--- src/rtl/des_pkg.sv ---
// Shared DES definitions: permutation tables, S-boxes, key schedule, FSM states.
// Used by both the encryption and decryption cores.
package des_pkg;

   typedef enum logic [1:0] {
      IDLE  = 2'd0,
      ROUND = 2'd1,
      OUT   = 2'd2
   } des_state_e;

   localparam int unsigned IP_T [0:63] = '{
      58, 50, 42, 34, 26, 18, 10,  2, 60, 52, 44, 36, 28, 20, 12,  4,
      62, 54, 46, 38, 30, 22, 14,  6, 64, 56, 48, 40, 32, 24, 16,  8,
      57, 49, 41, 33, 25, 17,  9,  1, 59, 51, 43, 35, 27, 19, 11,  3,
      61, 53, 45, 37, 29, 21, 13,  5, 63, 55, 47, 39, 31, 23, 15,  7};

   localparam int unsigned FP_T [0:63] = '{
      40,  8, 48, 16, 56, 24, 64, 32, 39,  7, 47, 15, 55, 23, 63, 31,
      38,  6, 46, 14, 54, 22, 62, 30, 37,  5, 45, 13, 53, 21, 61, 29,
      36,  4, 44, 12, 52, 20, 60, 28, 35,  3, 43, 11, 51, 19, 59, 27,
      34,  2, 42, 10, 50, 18, 58, 26, 33,  1, 41,  9, 49, 17, 57, 25};

   localparam int unsigned E_T [0:47] = '{
      32,  1,  2,  3,  4,  5,  4,  5,  6,  7,  8,  9,
       8,  9, 10, 11, 12, 13, 12, 13, 14, 15, 16, 17,
      16, 17, 18, 19, 20, 21, 20, 21, 22, 23, 24, 25,
      24, 25, 26, 27, 28, 29, 28, 29, 30, 31, 32,  1};

   localparam int unsigned P_T [0:31] = '{
      16,  7, 20, 21, 29, 12, 28, 17,  1, 15, 23, 26,  5, 18, 31, 10,
       2,  8, 24, 14, 32, 27,  3,  9, 19, 13, 30,  6, 22, 11,  4, 25};

   localparam int unsigned PC1_T [0:55] = '{
      57, 49, 41, 33, 25, 17,  9,  1, 58, 50, 42, 34, 26, 18,
      10,  2, 59, 51, 43, 35, 27, 19, 11,  3, 60, 52, 44, 36,
      63, 55, 47, 39, 31, 23, 15,  7, 62, 54, 46, 38, 30, 22,
      14,  6, 61, 53, 45, 37, 29, 21, 13,  5, 28, 20, 12,  4};

   localparam int unsigned PC2_T [0:47] = '{
      14, 17, 11, 24,  1,  5,  3, 28, 15,  6, 21, 10,
      23, 19, 12,  4, 26,  8, 16,  7, 27, 20, 13,  2,
      41, 52, 31, 37, 47, 55, 30, 40, 51, 45, 33, 48,
      44, 49, 39, 56, 34, 53, 46, 42, 50, 36, 29, 32};

   // Row-major: entry index = row*16 + col.
   localparam int unsigned SBOX [0:7][0:63] = '{
      '{14, 4,13, 1, 2,15,11, 8, 3,10, 6,12, 5, 9, 0, 7,  0,15, 7, 4,14, 2,13, 1,10, 6,12,11, 9, 5, 3, 8,
         4, 1,14, 8,13, 6, 2,11,15,12, 9, 7, 3,10, 5, 0, 15,12, 8, 2, 4, 9, 1, 7, 5,11, 3,14,10, 0, 6,13},
      '{15, 1, 8,14, 6,11, 3, 4, 9, 7, 2,13,12, 0, 5,10,  3,13, 4, 7,15, 2, 8,14,12, 0, 1,10, 6, 9,11, 5,
         0,14, 7,11,10, 4,13, 1, 5, 8,12, 6, 9, 3, 2,15, 13, 8,10, 1, 3,15, 4, 2,11, 6, 7,12, 0, 5,14, 9},
      '{10, 0, 9,14, 6, 3,15, 5, 1,13,12, 7,11, 4, 2, 8, 13, 7, 0, 9, 3, 4, 6,10, 2, 8, 5,14,12,11,15, 1,
        13, 6, 4, 9, 8,15, 3, 0,11, 1, 2,12, 5,10,14, 7,  1,10,13, 0, 6, 9, 8, 7, 4,15,14, 3,11, 5, 2,12},
      '{ 7,13,14, 3, 0, 6, 9,10, 1, 2, 8, 5,11,12, 4,15, 13, 8,11, 5, 6,15, 0, 3, 4, 7, 2,12, 1,10,14, 9,
        10, 6, 9, 0,12,11, 7,13,15, 1, 3,14, 5, 2, 8, 4,  3,15, 0, 6,10, 1,13, 8, 9, 4, 5,11,12, 7, 2,14},
      '{ 2,12, 4, 1, 7,10,11, 6, 8, 5, 3,15,13, 0,14, 9, 14,11, 2,12, 4, 7,13, 1, 5, 0,15,10, 3, 9, 8, 6,
         4, 2, 1,11,10,13, 7, 8,15, 9,12, 5, 6, 3, 0,14, 11, 8,12, 7, 1,14, 2,13, 6,15, 0, 9,10, 4, 5, 3},
      '{12, 1,10,15, 9, 2, 6, 8, 0,13, 3, 4,14, 7, 5,11, 10,15, 4, 2, 7,12, 9, 5, 6, 1,13,14, 0,11, 3, 8,
         9,14,15, 5, 2, 8,12, 3, 7, 0, 4,10, 1,13,11, 6,  4, 3, 2,12, 9, 5,15,10,11,14, 1, 7, 6, 0, 8,13},
      '{ 4,11, 2,14,15, 0, 8,13, 3,12, 9, 7, 5,10, 6, 1, 13, 0,11, 7, 4, 9, 1,10,14, 3, 5,12, 2,15, 8, 6,
         1, 4,11,13,12, 3, 7,14,10,15, 6, 8, 0, 5, 9, 2,  6,11,13, 8, 1, 4,10, 7, 9, 5, 0,15,14, 2, 3,12},
      '{13, 2, 8, 4, 6,15,11, 1,10, 9, 3,14, 5, 0,12, 7,  1,15,13, 8,10, 3, 7, 4,12, 5, 6,11, 0,14, 9, 2,
         7,11, 4, 1, 9,12,14, 2, 0, 6,10,13,15, 3, 5, 8,  2, 1,14, 7, 4,10, 8,13,15,12, 9, 0, 3, 5, 6,11}};

   localparam int unsigned LS_T [0:15] = '{1, 1, 2, 2, 2, 2, 2, 2, 1, 2, 2, 2, 2, 2, 2, 1};

   // Decrypt round n needs C/D of K(17-n): none for K16, then undo the encrypt shift ls[18-n].
   function automatic int unsigned rs_of(input logic [4:0] n);
      if (n < 5'd2 || n > 5'd16) return 0;
      return LS_T[5'd17 - n];
   endfunction

   function automatic logic [27:0] rotr28(input logic [27:0] x, input int unsigned amt);
      case (amt)
         0:       return x;
         1:       return {x[0], x[27:1]};
         default: return {x[1:0], x[27:2]};
      endcase
   endfunction

   function automatic logic [63:0] perm_ip(input logic [63:0] x);
      logic [63:0] y;
      y = '0;
      for (int unsigned i = 0; i < 64; i++) y[63-i] = x[64-IP_T[i]];
      return y;
   endfunction

   function automatic logic [63:0] perm_fp(input logic [63:0] x);
      logic [63:0] y;
      y = '0;
      for (int unsigned i = 0; i < 64; i++) y[63-i] = x[64-FP_T[i]];
      return y;
   endfunction

   function automatic logic [55:0] perm_pc1(input logic [63:0] x);
      logic [55:0] y;
      y = '0;
      for (int unsigned i = 0; i < 56; i++) y[55-i] = x[64-PC1_T[i]];
      return y;
   endfunction

   function automatic logic [47:0] perm_pc2(input logic [55:0] x);
      logic [47:0] y;
      y = '0;
      for (int unsigned i = 0; i < 48; i++) y[47-i] = x[56-PC2_T[i]];
      return y;
   endfunction

   // DES keys carry odd parity per byte; flag any byte that does not.
   function automatic logic key_parity_err(input logic [63:0] k);
      logic err;
      err = 1'b0;
      for (int unsigned i = 0; i < 8; i++) err = err | ~(^k[8*i +: 8]);
      return err;
   endfunction

endpackage

--- src/rtl/des_f_func.sv ---
// DES Feistel function f(R, K): expansion, key mix, S-box substitution, P permutation.
module des_f_func
   import des_pkg::*;
(
   input  logic [31:0] r_i,
   input  logic [47:0] k_i,
   output logic [31:0] f_o
);

   logic [47:0] e_w;
   logic [47:0] x_w;
   logic [31:0] s_w;
   logic [5:0]  six;

   always_comb begin
      e_w = '0;
      for (int unsigned i = 0; i < 48; i++) e_w[47-i] = r_i[32-E_T[i]];
      x_w = e_w ^ k_i;
      s_w = '0;
      six = '0;
      for (int unsigned b = 0; b < 8; b++) begin
         six = x_w[47-6*b -: 6];
         s_w[31-4*b -: 4] = 4'(SBOX[b][{six[5], six[0], six[4:1]}]);
      end
      f_o = '0;
      for (int unsigned i = 0; i < 32; i++) f_o[31-i] = s_w[32-P_T[i]];
   end

endmodule

--- src/rtl/des_decrypt_core.sv ---
// Iterative single-DES decryption, one Feistel round per clock, subkeys K16..K1 on the fly.
// Optional key parity flag enabled by defining DES_DEC_PARITY_CHK_EN.
module des_decrypt_core
   import des_pkg::*;
#(
   parameter int unsigned ROUNDS = 16
)(
   input  logic        clk,
   input  logic        rst,
   input  logic        start,
   input  logic [63:0] cipher_text,
   input  logic [63:0] key_din,
   output logic [63:0] plain_text,
   output logic        dat_valid,
   output logic        busy
`ifdef DES_DEC_PARITY_CHK_EN
  ,output logic        key_err
`endif
);

   des_state_e  state_q;
   logic [4:0]  cnt_q;
   logic [31:0] l_q, r_q, r_d, f_w;
   logic [27:0] c_q, d_q, c_d, d_d;
   logic [47:0] subkey_w;
   logic [63:0] pt_q;
   logic        dv_q, busy_q;
   int unsigned amt_w;

   always_comb begin
      amt_w    = rs_of(cnt_q);
      c_d      = rotr28(c_q, amt_w);
      d_d      = rotr28(d_q, amt_w);
      subkey_w = perm_pc2({c_d, d_d});
      r_d      = l_q ^ f_w;
   end

   des_f_func u_f (
      .r_i (r_q),
      .k_i (subkey_w),
      .f_o (f_w)
   );

`ifdef DES_DEC_PARITY_CHK_EN
   logic kerr_q;
   assign key_err = kerr_q;
`endif

   always_ff @(posedge clk) begin
      if (rst) begin
         state_q <= IDLE;
         cnt_q   <= '0;
         l_q     <= '0;
         r_q     <= '0;
         c_q     <= '0;
         d_q     <= '0;
         pt_q    <= '0;
         dv_q    <= 1'b0;
         busy_q  <= 1'b0;
`ifdef DES_DEC_PARITY_CHK_EN
         kerr_q  <= 1'b0;
`endif
      end else begin
         dv_q <= 1'b0;
         case (state_q)
            IDLE: if (start) begin
               {l_q, r_q} <= perm_ip(cipher_text);
               {c_q, d_q} <= perm_pc1(key_din);
               cnt_q      <= 5'd1;
               busy_q     <= 1'b1;
               state_q    <= ROUND;
`ifdef DES_DEC_PARITY_CHK_EN
               kerr_q     <= key_parity_err(key_din);
`endif
            end
            ROUND: begin
               c_q   <= c_d;
               d_q   <= d_d;
               l_q   <= r_q;
               r_q   <= r_d;
               cnt_q <= cnt_q + 5'd1;
               if (cnt_q == ROUNDS[4:0]) state_q <= OUT;
            end
            OUT: begin
               pt_q    <= perm_fp({r_q, l_q});
               dv_q    <= 1'b1;
               busy_q  <= 1'b0;
               cnt_q   <= '0;
               state_q <= IDLE;
            end
            default: state_q <= IDLE;
         endcase
      end
   end

   assign plain_text = pt_q;
   assign dat_valid  = dv_q;
   assign busy       = busy_q;

endmodule
--- config.mk ---
export PLATFORM = sky130hd
export DESIGN_NAME = des_decrypt_core
export DESIGN_NICKNAME = d
export VERILOG_FILES = /design/src/rtl/des_pkg.sv /design/src/rtl/des_f_func.sv /design/src/rtl/des_decrypt_core.sv
export SDC_FILE = /design/constraint.sdc
export NUM_CORES = 1
export LEC_CHECK = 0
export BUFFER_PORTS_ARGS = -buffer_cell sky130_fd_sc_hd__buf_2
export CAP_MARGIN = 5
export CELL_PAD_IN_SITES_DETAIL_PLACEMENT = 1
export CELL_PAD_IN_SITES_GLOBAL_PLACEMENT = 1
export CORE_UTILIZATION = 49
export DETAILED_ROUTE_END_ITERATION = 6
export GPL_TIMING_DRIVEN = 0
export PLACE_DENSITY_LB_ADDON = 0.3
export SETUP_SLACK_MARGIN = 0.02
export SYNTH_ARGS = -nofsm -noshare
export SYNTH_HDL_FRONTEND = slang
export SYNTH_SLANG_ARGS = --single-unit
--- constraint.sdc ---
create_clock -name clk -period 8.8 [get_ports clk]
set_clock_uncertainty 0.2 [all_clocks]
set_input_delay 1.32 -clock clk [delete_from_list [all_inputs] [get_ports clk]]
set_output_delay 1.32 -clock clk [all_outputs]
set_load 0.1 [all_outputs]
; ---- Word level (Yosys, flattened, before mapping)
; Memories as Yosys holds them, arrays and structs flattened.
; Cells that the tools add are included.
[classes]
addsub = 2
n_eq_ne = 7
bitwise_logic = 11
reduce_logical = 11
order_cmp = 11
mux = 38
[ops]
columns = op, count
row1 = 28-bit case mux with 2 select lines, 4
row2 = 32-bit 2-to-1 mux, 5
row3 = 32-bit case mux with 2 select lines, 2
row4 = 4-bit 2-to-1 mux, 16
row5 = "7-bit >= comparator, second input constant", 8
row6 = 28-bit 2-to-1 mux, 2
row7 = 6-bit NOT with 7-bit output, 8
row8 = 48-bit bitwise XOR, 1
row9 = "32-bit by 1-bit equality test with 1-bit output, second input constant", 1
row10 = 32-bit zero test, 1
row11 = 32-bit bitwise XOR, 1
row12 = 5-bit case mux with 3 select lines, 1
row13 = 2-bit AND reduction, 4
row14 = "6-bit by 5-bit >= comparator with 1-bit output, second input constant", 1
row15 = "2-bit != test, second input constant", 3
row16 = 5-bit NOT with 6-bit output, 1
row17 = "5-bit by 1-bit adder with 5-bit output, second input constant", 1
row18 = "5-bit equality test, second input constant", 1
row19 = "5-bit > comparator, second input constant", 1
row20 = "5-bit by 2-bit less-than comparator with 1-bit output, second input constant", 1
row21 = 5-bit 2-to-1 mux, 1
row22 = "5-bit subtractor, first input constant", 1
row23 = 2-bit 2-to-1 mux, 2
row24 = 2-bit case mux with 2 select lines, 1
row25 = other kinds (9), 12
[totals]
output_inout_bits = 66
input_bits = 131
elab_cells = 100
n_memories = 9
ff_bits = 193
mem_bits_ro = 16896
[memory_table]
columns = name, depth, width, read_ports, rd_clocked_by_memory_dff, write_ports, line
row1 = (name not given), 64, 32, 1, 0, 0, des_f_func.sv:23  ; s_w[31-4*b -: 4] = 4'(SBOX[b][{six[5], six[0], six[4:1]}]);
row2 = (name not given), 64, 32, 1, 0, 0, des_f_func.sv:23
row3 = (name not given), 64, 32, 1, 0, 0, des_f_func.sv:23
row4 = (name not given), 64, 32, 1, 0, 0, des_f_func.sv:23
row5 = (name not given), 64, 32, 1, 0, 0, des_f_func.sv:23
row6 = (name not given), 64, 32, 1, 0, 0, des_f_func.sv:23
row7 = 3 more memories, --, --, --, --, --, --

; ---- Longest topological paths before layout
; Gate-level depths: netlist (run 1).
[depth]
word_depth = 15
ltp_mapped = 21
depth_no_buf = 17

; ---- Modules after synthesis
; A second synthesis (run 1) with hierarchy kept.
[hier_totals]
hier_cells = 1926
hier_area_um2 = 15876.5
[by_module_without_submodules]
columns = mod, n_inst, seq_area_each_um2, cells_each, area_each_um2
row1 = des_decrypt_core, 1, 3863.7, 1251, 10640.2
row2 = des_f_func, 1, 0.0, 675, 5236.3

; ---- Worst setup path before layout (run 1)
; No wires, ideal clock.
[synth_path]
kind = reg-to-reg
start = register cnt_q[1]
end = register r_q[13]
t_arrival_ns = 4.304
required_time_ns = 8.472
period_less_slack_ns = 4.632
n_path_buf = 2
setup_time_ns = 0.128
path_stages_with_launch = 20
setup_slack_ns = 4.168
path_cell_list = dfxtp_1 > inv_1 > ha_1 > mux2_2 > mux2_4 > buf_6 > o22ai_4 > buf_6 > o221a_2 > xor2_2 > clkinv_1 > ha_1 > or2_2 > a2111oi_0 > o211ai_1 > a31oi_1 > o31ai_1 > o311ai_1 > xnor2_1 > o21ai_1
[synth_via]
elab_chain_cells = 15
word_cells_on_any_way = 20
classes_between = 1 x add/sub / 2 x order compare / 1 x eq/ne / 8 x mux / 4 x bitwise / 2 x reduce/logical / 2 x memory
[synth_lines]
columns = element, line
row1 = start: declaration, des_decrypt_core.sv:22  ; logic [4:0] cnt_q;
row2 = start signal: assignment, des_decrypt_core.sv:81  ; cnt_q <= cnt_q + 5'd1;
row3 = 5-bit subtractor, des_pkg.sv:69  ; return LS_T[5'd17 - n];
row4 = 5-bit NOT with 6-bit output (implied by the code), des_pkg.sv:69
row5 = memory read 16 x 32 bit, --
row6 = 32-bit 2-to-1 mux (implied by the code) (2 in a row), des_pkg.sv:69
row7 = 32-bit 2-to-1 mux (*), des_pkg.sv:69
row8 = 32-bit by 1-bit equality test with 1-bit output or 32-bit zero test (tied branches), des_pkg.sv:73  ; case (amt)
row9 = 28-bit case mux with 2 select lines (*), des_pkg.sv:73
row10 = 48-bit bitwise XOR (*), des_f_func.sv:18  ; x_w = e_w ^ k_i;
row11 = 6-bit NOT with 7-bit output (implied by the code) (*), des_f_func.sv:23
row12 = memory read 64 x 32 bit (*), --
row13 = 4-bit 2-to-1 mux (implied by the code) (*) (2 in a row), des_f_func.sv:23
row14 = 32-bit bitwise XOR (*), des_decrypt_core.sv:35  ; r_d = l_q ^ f_w;
row15 = 32-bit case mux with 2 select lines (*), des_decrypt_core.sv:65  ; case (state_q)
row16 = end signal: assignment, des_decrypt_core.sv:67  ; {l_q, r_q} <= perm_ip(cipher_text);
row17 = end signal: assignment, des_decrypt_core.sv:80  ; r_q <= r_d;
row18 = end: declaration, des_decrypt_core.sv:23  ; logic [31:0] l_q, r_q, r_d, f_w;
; Mark *: on every way between the ends. The rest lies on a longest branch, timed or not. The select of a mux whose other input is x is not followed.
; A chain may end at the register's enable or synchronous reset.

; ---- Worst setup path after layout (run 1)
[layout_path]
start = register cnt_q[1]
end = register r_q[25]
; Same word-level chain as after synthesis.

==> results of run 1 <==
Yosys cell counts, types with 20 or more instances:
cell type  instances
a31oi_1           40
clkbuf_1          90
xnor2_1           38
nor4_1            47
nand2_1           67
dfxtp_1          193
o31ai_1           27
or3_1             40
o211ai_1          31
buf_2             38
xor2_1            20
mux2i_1          161
inv_1             57
a221oi_1          25
nand3_1           44
buf_1             20
a211oi_1         112
ha_1              73
a21oi_1           78
nor3_1            70
o21ai_0           61
nor2_1           243
or4_1             22
metrics by stage:
stage          area (µm²)  hold WS, ns
2_1_floorplan       16470       0.2682
3_3_place_gp        17960       0.2662
6_report            18580       0.2959
3_5_place_dp        17970       0.2830
5_1_grt             18580       0.3207
4_1_cts             18580       0.3017
worst max-delay path: stages, from the launching register on:
cell and delay [ns]:
dfxtp_1 0.45, inv_1 0.15, ha_1 0.35, mux2i_1 0.15, nand2_1 0.17, buf_2 0.31
clkbuf_1 0.52, nand3_1 0.21, buf_4 0.25, buf_4 0.21, o221a_2 0.36, xor2_1 0.63
inv_1 0.39, ha_1 0.32, a21boi_1 0.15, a2111oi_0 0.44, a2111oi_0 0.14, a31oi_1 0.28
xnor2_1 0.13, a2111oi_2 0.35
report_power, final:
part / internal [mW] / switching, mW / total, mW / leakage [nW]
sequential: 0.942 / 0.125 / 1.07 / 1.58
clock: 0.441 / 0.409 / 0.850 / 0.286
combinational: 0.718 / 1.33 / 2.05 / 5.05
total: 2.10 / 1.86 / 3.96 / 6.92
final cells by class:
| class | count | area (µm²) |
|---|---|---|
| repair buffers | 187 | 935.9 |
| well taps | 442 | 553.0 |
| multi-input cells | 1573 | 11590 |
| inverters | 67 | 251.5 |
| flip-flops and latches | 193 | 3864 |
| fillers | 4015 | 14200 |
| plain buffers | 168 | 787.0 |
| clock inverters | 12 | 146.4 |
| clock buffers | 20 | 456.7 |
worst paths after layout:
kind / startpoint / endpoint / slack [ns] / cells past startpoint
worst max-delay path: cnt_q[1]$_SDFFE_PP0P_ / r_q[25]$_SDFFE_PP0P_ / 2.53 / 19
worst min-delay path: plain_text[27]$_SDFFE_PP0P_ / plain_text[27]$_SDFFE_PP0P_ / 0.30 / 2
worst min register to register: plain_text[27]$_SDFFE_PP0P_ / plain_text[27]$_SDFFE_PP0P_ / 0.30 / 2
worst max register to register: cnt_q[1]$_SDFFE_PP0P_ / r_q[25]$_SDFFE_PP0P_ / 2.53 / 19
flip-flops by register name, indices dropped and copies added, names as in the netlist:
name and count:
plain_text 64, l_q 32, r_q 32, c_q 28, d_q 28, cnt_q 5
state_q 2, busy 1, dat_valid 1
metal layers:
layer / vias up / share of wire [%]
met5: - / 0
met4: 0 / 6.8
met3: 370 / 13
met2: 1501 / 42
met1: 9263 / 38
li1: 8101 / -
cell usage in the layout, fill, tap and decap left out, types with 10 or more instances in the layout:
cell / instances
a2111oi_0: 14
o221ai_1: 12
buf_4: 11
nor3_1: 70
a31oi_1: 40
buf_1: 20
clkbuf_16: 17
mux4_2: 14
dfxtp_1: 193
o211ai_1: 31
nor2b_1: 13
nand2_1: 67
o21ai_1: 15
or4_1: 22
o22ai_1: 15
nand3_1: 44
inv_1: 57
xor2_1: 20
a221oi_2: 10
or3_1: 40
xnor2_1: 38
o31ai_1: 26
nor4_1: 46
o31a_1: 15
nor2_1: 243
clkbuf_1: 91
nor4_2: 14
nor4b_1: 14
o221a_2: 15
a211oi_1: 112
a41oi_1: 10
o21ai_0: 61
buf_2: 225
nand4_1: 14
a221oi_1: 25
mux2i_1: 161
ha_1: 73
a21oi_1: 78
kinds of logic (layout without fill, tap and decap cells):
| group | Yosys count | count (layout) | synth area share (%) |
|---|---|---|---|
| AND/OR/NAND/NOR | 653 | 653 | 20.77 |
| AO/OA/AOI/OAI | 594 | 594 | 27.23 |
| buffers and inverters | 235 | 454 | 6.304 |
| flip-flops | 193 | 193 | 23.45 |
| multiplexers | 180 | 180 | 12.13 |
| adder cells (fa/ha/maj) | 74 | 74 | 5.605 |
| XOR/XNOR | 72 | 72 | 4.504 |
==> metrics, run 1 <==
Max FO, Critical Path=10; Synth Net Count=2205; worst slew pin tran=1.282 ns; Root Buffer=clkbuf_16; row count=66; CP Capture Type=register; static leakage=6.920 nW; Non-Filler Instances=2662; Max-slew headroom=14.23%; WL/cell=30.27 µm; period utilization=71.22%; WS Path Type=reg2reg; final worst slack=2.532 ns; IO Count=197; Yosys cell types=103; Total GRT Usage=46.33%; Max clock buf depth=2; 1st-iter DRT viols=2315; initial antenna violation count=1; ranking of synthesized cells by area=dfxtp_1 23%, mux2i_1 9.8%, ha_1 5.5%, nor2_1 5.5%, a211oi_1 5.1%; Hold Violations, Final=0; Setup WS pre-CTS=2.737 ns; Layout area overhead=12.81%; Worst-Skew Late Latency=0.48 ns; post-synth top area share=23.45%; clock transition at the registers of the reported paths=0.08 ns; vias in the first global route=18823; # diodes=0; worst vdd ir=166.2 µV; crit path time final=6.268 ns; Avg Vias per Cell=7.226; post-synthesis cell area=16470 µm²; TritonCTS buffer count=17; share of cells above drive strength 1=17.97%; Util after Layout=56.68%; HPWL Detailed=60.39 mm; met1 GRT Util=57.83%; dominant cell type by area after synthesis=dfxtp_1; first-pass GRT wire length=117.9 mm; pwr dens=213.2 nW/µm²; setup tns final=0 ns; cts-stage hold buffer count=0; Yosys reg bits=193; failing checks=DRC; total setup buffers inserted after CTS=0; total core area=32780 µm²; Routed Antenna Nets=0; status=finished with violations; Nets=2411; CTS Sinks=193; Via Count=19235; final wirelength=80.58 mm; Max Cap Viol=0; post-CTS sizing=0; Post-synth ARST share=0%; DRC Markers=1; PortBufs=187; count of pins over their slew limit=0; RSZ-0062 raised after global routing=no; Avg Inst Size Synth=8.233 µm²; GRT Max-Usage Layer=met2; met3 GRT Util=14.06%; Post-synth EDFFs=0; gr ovfl total=0; Req. time, crit path=8.97 ns; Finish-stage setup viols=0; Primary FF master, synth=dfxtp_1; Starting Density=50.25%; critical path arrival=6.44 ns; Worst Hold Class=reg2reg; die width=185.4 µm; Power, Total=3.963 mW; CTS tree=built; DR pass1 iterations=7; # H-tree levels=4; FMAX=0.1596 GHz; Die Ht=185.4 µm; RD Place Congestion=1.056; die footprint=34360 µm²; Yosys warning count=0; Startpoint Class=register; pin count of the biggest net entering global routing=18; post-synthesis sequential area ratio=23.45%; M2 GR Usage=69.86%; Cells after DPL=2630; Gate Count Post-Synth=2001
(Power assumes the default switching activity.)
==> run 2, diff against run 1 <==
--- a/config.mk
+++ b/config.mk
@@ -5,11 +5,12 @@
 export SDC_FILE = /design/constraint.sdc
 export NUM_CORES = 1
 export LEC_CHECK = 0
+export ABC_AREA = 1
 export BUFFER_PORTS_ARGS = -buffer_cell sky130_fd_sc_hd__buf_2
 export CAP_MARGIN = 5
 export CELL_PAD_IN_SITES_DETAIL_PLACEMENT = 1
 export CELL_PAD_IN_SITES_GLOBAL_PLACEMENT = 1
-export CORE_UTILIZATION = 49
+export CORE_UTILIZATION = 37
 export DETAILED_ROUTE_END_ITERATION = 6
 export GPL_TIMING_DRIVEN = 0
 export PLACE_DENSITY_LB_ADDON = 0.3
==> constraint.sdc (replaced) <==
create_clock -name clk -period 5 [get_ports clk]
set_clock_uncertainty 0.2 [all_clocks]
set_input_delay 0.75 -clock clk [delete_from_list [all_inputs] [get_ports clk]]
set_output_delay 0.75 -clock clk [all_outputs]
set_load 0.1 [all_outputs]
==> run 2 against run 1 <==
Compared with the run above:
- the run now ends clean
- synthesized area fell by 8.6%
- cell count rose by 23%
- die area increased by 21%
- largest cell class unchanged
- sequential share of layout area grew 1.6 points
==> metrics, run 2 <==
post-CTS sizing=0 (unchanged); TritonCTS buffer count=17 (unchanged); first-pass GRT wire length=120.2 mm (+1.9%); Max-slew headroom=27.06% (+13 points); row count=73 (+11%); Req. time, crit path=5.15 ns (-3.82 ns); reg2reg path depth=24 (+5); clock transition at the registers of the reported paths=0.09 ns (about the same); # H-tree levels=4 (unchanged); Max clock buf depth=2 (unchanged); pin count of the biggest net entering global routing=21 (+3); gr ovfl total=0 (unchanged); Die Ht=203.7 µm (+9.9%); count of pins over their slew limit=0 (unchanged); crit path time final=4.659 ns (-1.609 ns); Gate Count Post-Synth=2536 (+27%); worst slew pin tran=1.094 ns (-0.1878 ns); most frequent cells in the layout=831 x nand2_1, 452 x nand3_1, 216 x a21oi_1; die footprint=41510 µm² (+21%); Finish-stage setup viols=0 (unchanged); post-synthesis cell area=15060 µm² (-8.6%); hold depth=2 (unchanged); vias in the first global route=19589 (+4.1%); DR pass1 iterations=5 (-2); cell with the most instances after synthesis=nand2_1; 1st-iter DRT viols=1858 (-20%); total setup buffers inserted after CTS=0 (unchanged); dominant cell type by area after synthesis=dfxtp_1; hold endpoint=c_q[4]$_SDFFE_PP0P_; cts-stage hold buffer count=0 (unchanged); most common cell after layout, fill and taps aside=nand2_1; Max FO, Critical Path=10 (unchanged); Post-synth ARST share=0% (unchanged); Yosys cell types=34 (-67%); WL/cell=24.70 µm (-18%); Total GRT Usage=38.88% (-7.5 points); Starting Density=37.72% (-13 points); Commonest cells post-synth=832 x nand2_1, 453 x nand3_1, 216 x a21oi_1; IO Count=197 (unchanged); critical path arrival=4.81 ns (-1.63 ns); WS Path Type=reg2reg; Synth Net Count=2740 (+24%); Avg Vias per Cell=5.966 (-17%); post-synth top area share=25.66% (+2.2 points); PortBufs=187 (unchanged); Routed Antenna Nets=0 (unchanged); Yosys reg bits=193 (unchanged); RD Place Congestion=1.012 (-4.1%); DRC Markers=0 (-1); final wirelength=81.04 mm (+0.57%); total core area=39910 µm² (+22%); HPWL Detailed=64.75 mm (+7.2%); Hold Violations, Final=0 (unchanged); initial antenna violation count=2 (+1); RSZ-0062 raised after global routing=yes; FMAX=0.2146 GHz (+35%); Root Buffer=clkbuf_16; CTS tree=built; Layout area overhead=14.83%; CTS Sinks=193 (unchanged); Via Count=19575 (+1.8%); Worst R2R Setup Slack=0.34 ns (-2.19 ns); Yosys warning count=0 (unchanged); die width=203.7 µm (+9.9%); CP Capture Type=register; Worst-Skew Late Latency=0.48 ns (about the same); share of cells above drive strength 1=11.51% (-6.5 points); status=finished clean; Startpoint Class=register; HP Start=c_q[4]$_SDFFE_PP0P_; Post-synth EDFFs=0 (unchanged); ranking of synthesized cells by area=dfxtp_1 26%, nand2_1 21%, nand3_1 15%, a21oi_1 7.2%, ha_1 6.1%; Worst Hold Class=reg2reg; Reg-to-Reg End=r_q[6]$_SDFFE_PP0P_; setup tns final=0 ns (unchanged); r2r startpoint=cnt_q[1]$_SDFFE_PP0P_; period utilization=93.18% (+22 points); Max Cap Viol=0 (unchanged); Primary FF master, synth=dfxtp_1; post-synthesis sequential area ratio=25.66% (+2.2 points); Avg Inst Size Synth=5.937 µm² (-28%); max FFs per register=64 (unchanged); Nets=2946 (+22%)
[run 2: cell count changes after synthesis, sizes merged, moves of 116 or more]
| cell | change |
|---|---|
| nand2 | +777 |
| nand3 | +414 |
| mux2i | -162 |
| nor2 | -160 |
| inv | +152 |
| a21oi | +137 |
| a211oi | -116 |
[run 2: routing by layer]
metal  GRT usage (%)  routed length (µm)  share of wire (%)
met1           48.21               32880                 41
met2           61.50               35800                 44
met3           6.200                6180                7.6
met4           27.09                6173                7.6
met5               0                   9              0.011
[run 2: layout make-up]
cell class	instances	area [µm²]
buffer	133	631.9
timing repair buffer	187	935.9
clock buffer	18	439.2
sequential	193	3864
antenna	1	2.502
fill	5546	22620
inverter	217	817.0
tap	525	656.9
clock inverter	14	190.2
multi-input combinational	1993	9753
[run 2: through the flow]
| stage | hold WS [ns] | setup slack, ns | util (%) | instances | cell area (µm²) |
|---|---|---|---|---|---|
| 5_1_grt | 0.2910 | 0.01292 | 43.31 | 3280 | 17290 |
| 4_1_cts | 0.2699 | 0.3843 | 43.29 | 3280 | 17280 |
| 3_5_place_dp | 0.2578 | 0.4111 | 41.71 | 3248 | 16650 |
| 6_report | 0.2669 | 0.3412 | 43.32 | 3281 | 17290 |
| 3_3_place_gp | 0.2527 | 0.5180 | 41.71 | 3248 | 16650 |
| 2_1_floorplan | 0.2453 | 1.588 | - | 2536 | 15060 |
[run 2: worst max-delay path: stages, from the launching register on]
cell     delay (ns)
dfxtp_1        0.40
inv_1          0.12
ha_1           0.33
inv_1          0.06
nand2_1        0.06
nand2_1        0.06
nand3_2        0.14
nand3_4        0.22
inv_2          0.15
buf_2          0.32
nand2_1        0.22
nand3_1        0.30
nand2_1        0.09
nand2_1        0.33
ha_1           0.32
inv_1          0.09
nand3_1        0.12
nand2_1        0.11
inv_1          0.06
nand2_1        0.06
nand3_1        0.14
nand3_1        0.14
nand3_1        0.25
nand2_1        0.15
a21oi_1        0.07
[run 2: worst max path at each step]
stage | startpoint | endpoint | slack (ns) | cells past startpoint
2_1_floorplan | cnt_q[1]$_SDFFE_PP0P_ | r_q[20]$_SDFFE_PP0P_ | 1.59 | 26
3_3_place_gp | cnt_q[1]$_SDFFE_PP0P_ | r_q[6]$_SDFFE_PP0P_ | 0.52 | 23
3_5_place_dp | cnt_q[1]$_SDFFE_PP0P_ | r_q[6]$_SDFFE_PP0P_ | 0.41 | 23
4_1_cts | cnt_q[1]$_SDFFE_PP0P_ | r_q[2]$_SDFFE_PP0P_ | 0.38 | 25
5_1_grt | cnt_q[1]$_SDFFE_PP0P_ | r_q[2]$_SDFFE_PP0P_ | 0.01 | 25
6_report | cnt_q[1]$_SDFFE_PP0P_ | r_q[6]$_SDFFE_PP0P_ | 0.34 | 24
[run 2: logic make-up (layout without fill, tap and decap cells)]
kind of cell | Yosys count | in the layout | synth area share, %
other cells | 0 | 1 | 0
fa+ha+maj | 73 | 73 | 6.066
flops | 193 | 193 | 25.66
xor+xnor | 8 | 8 | 0.5651
compound gates | 440 | 440 | 15.67
buf+inv | 350 | 569 | 9.614
simple gates | 1472 | 1472 | 42.42
Power of run 2 is left out: the tool's default activity adds up to more than one toggle a clock period on the data nets, which glitch-free logic cannot reach.
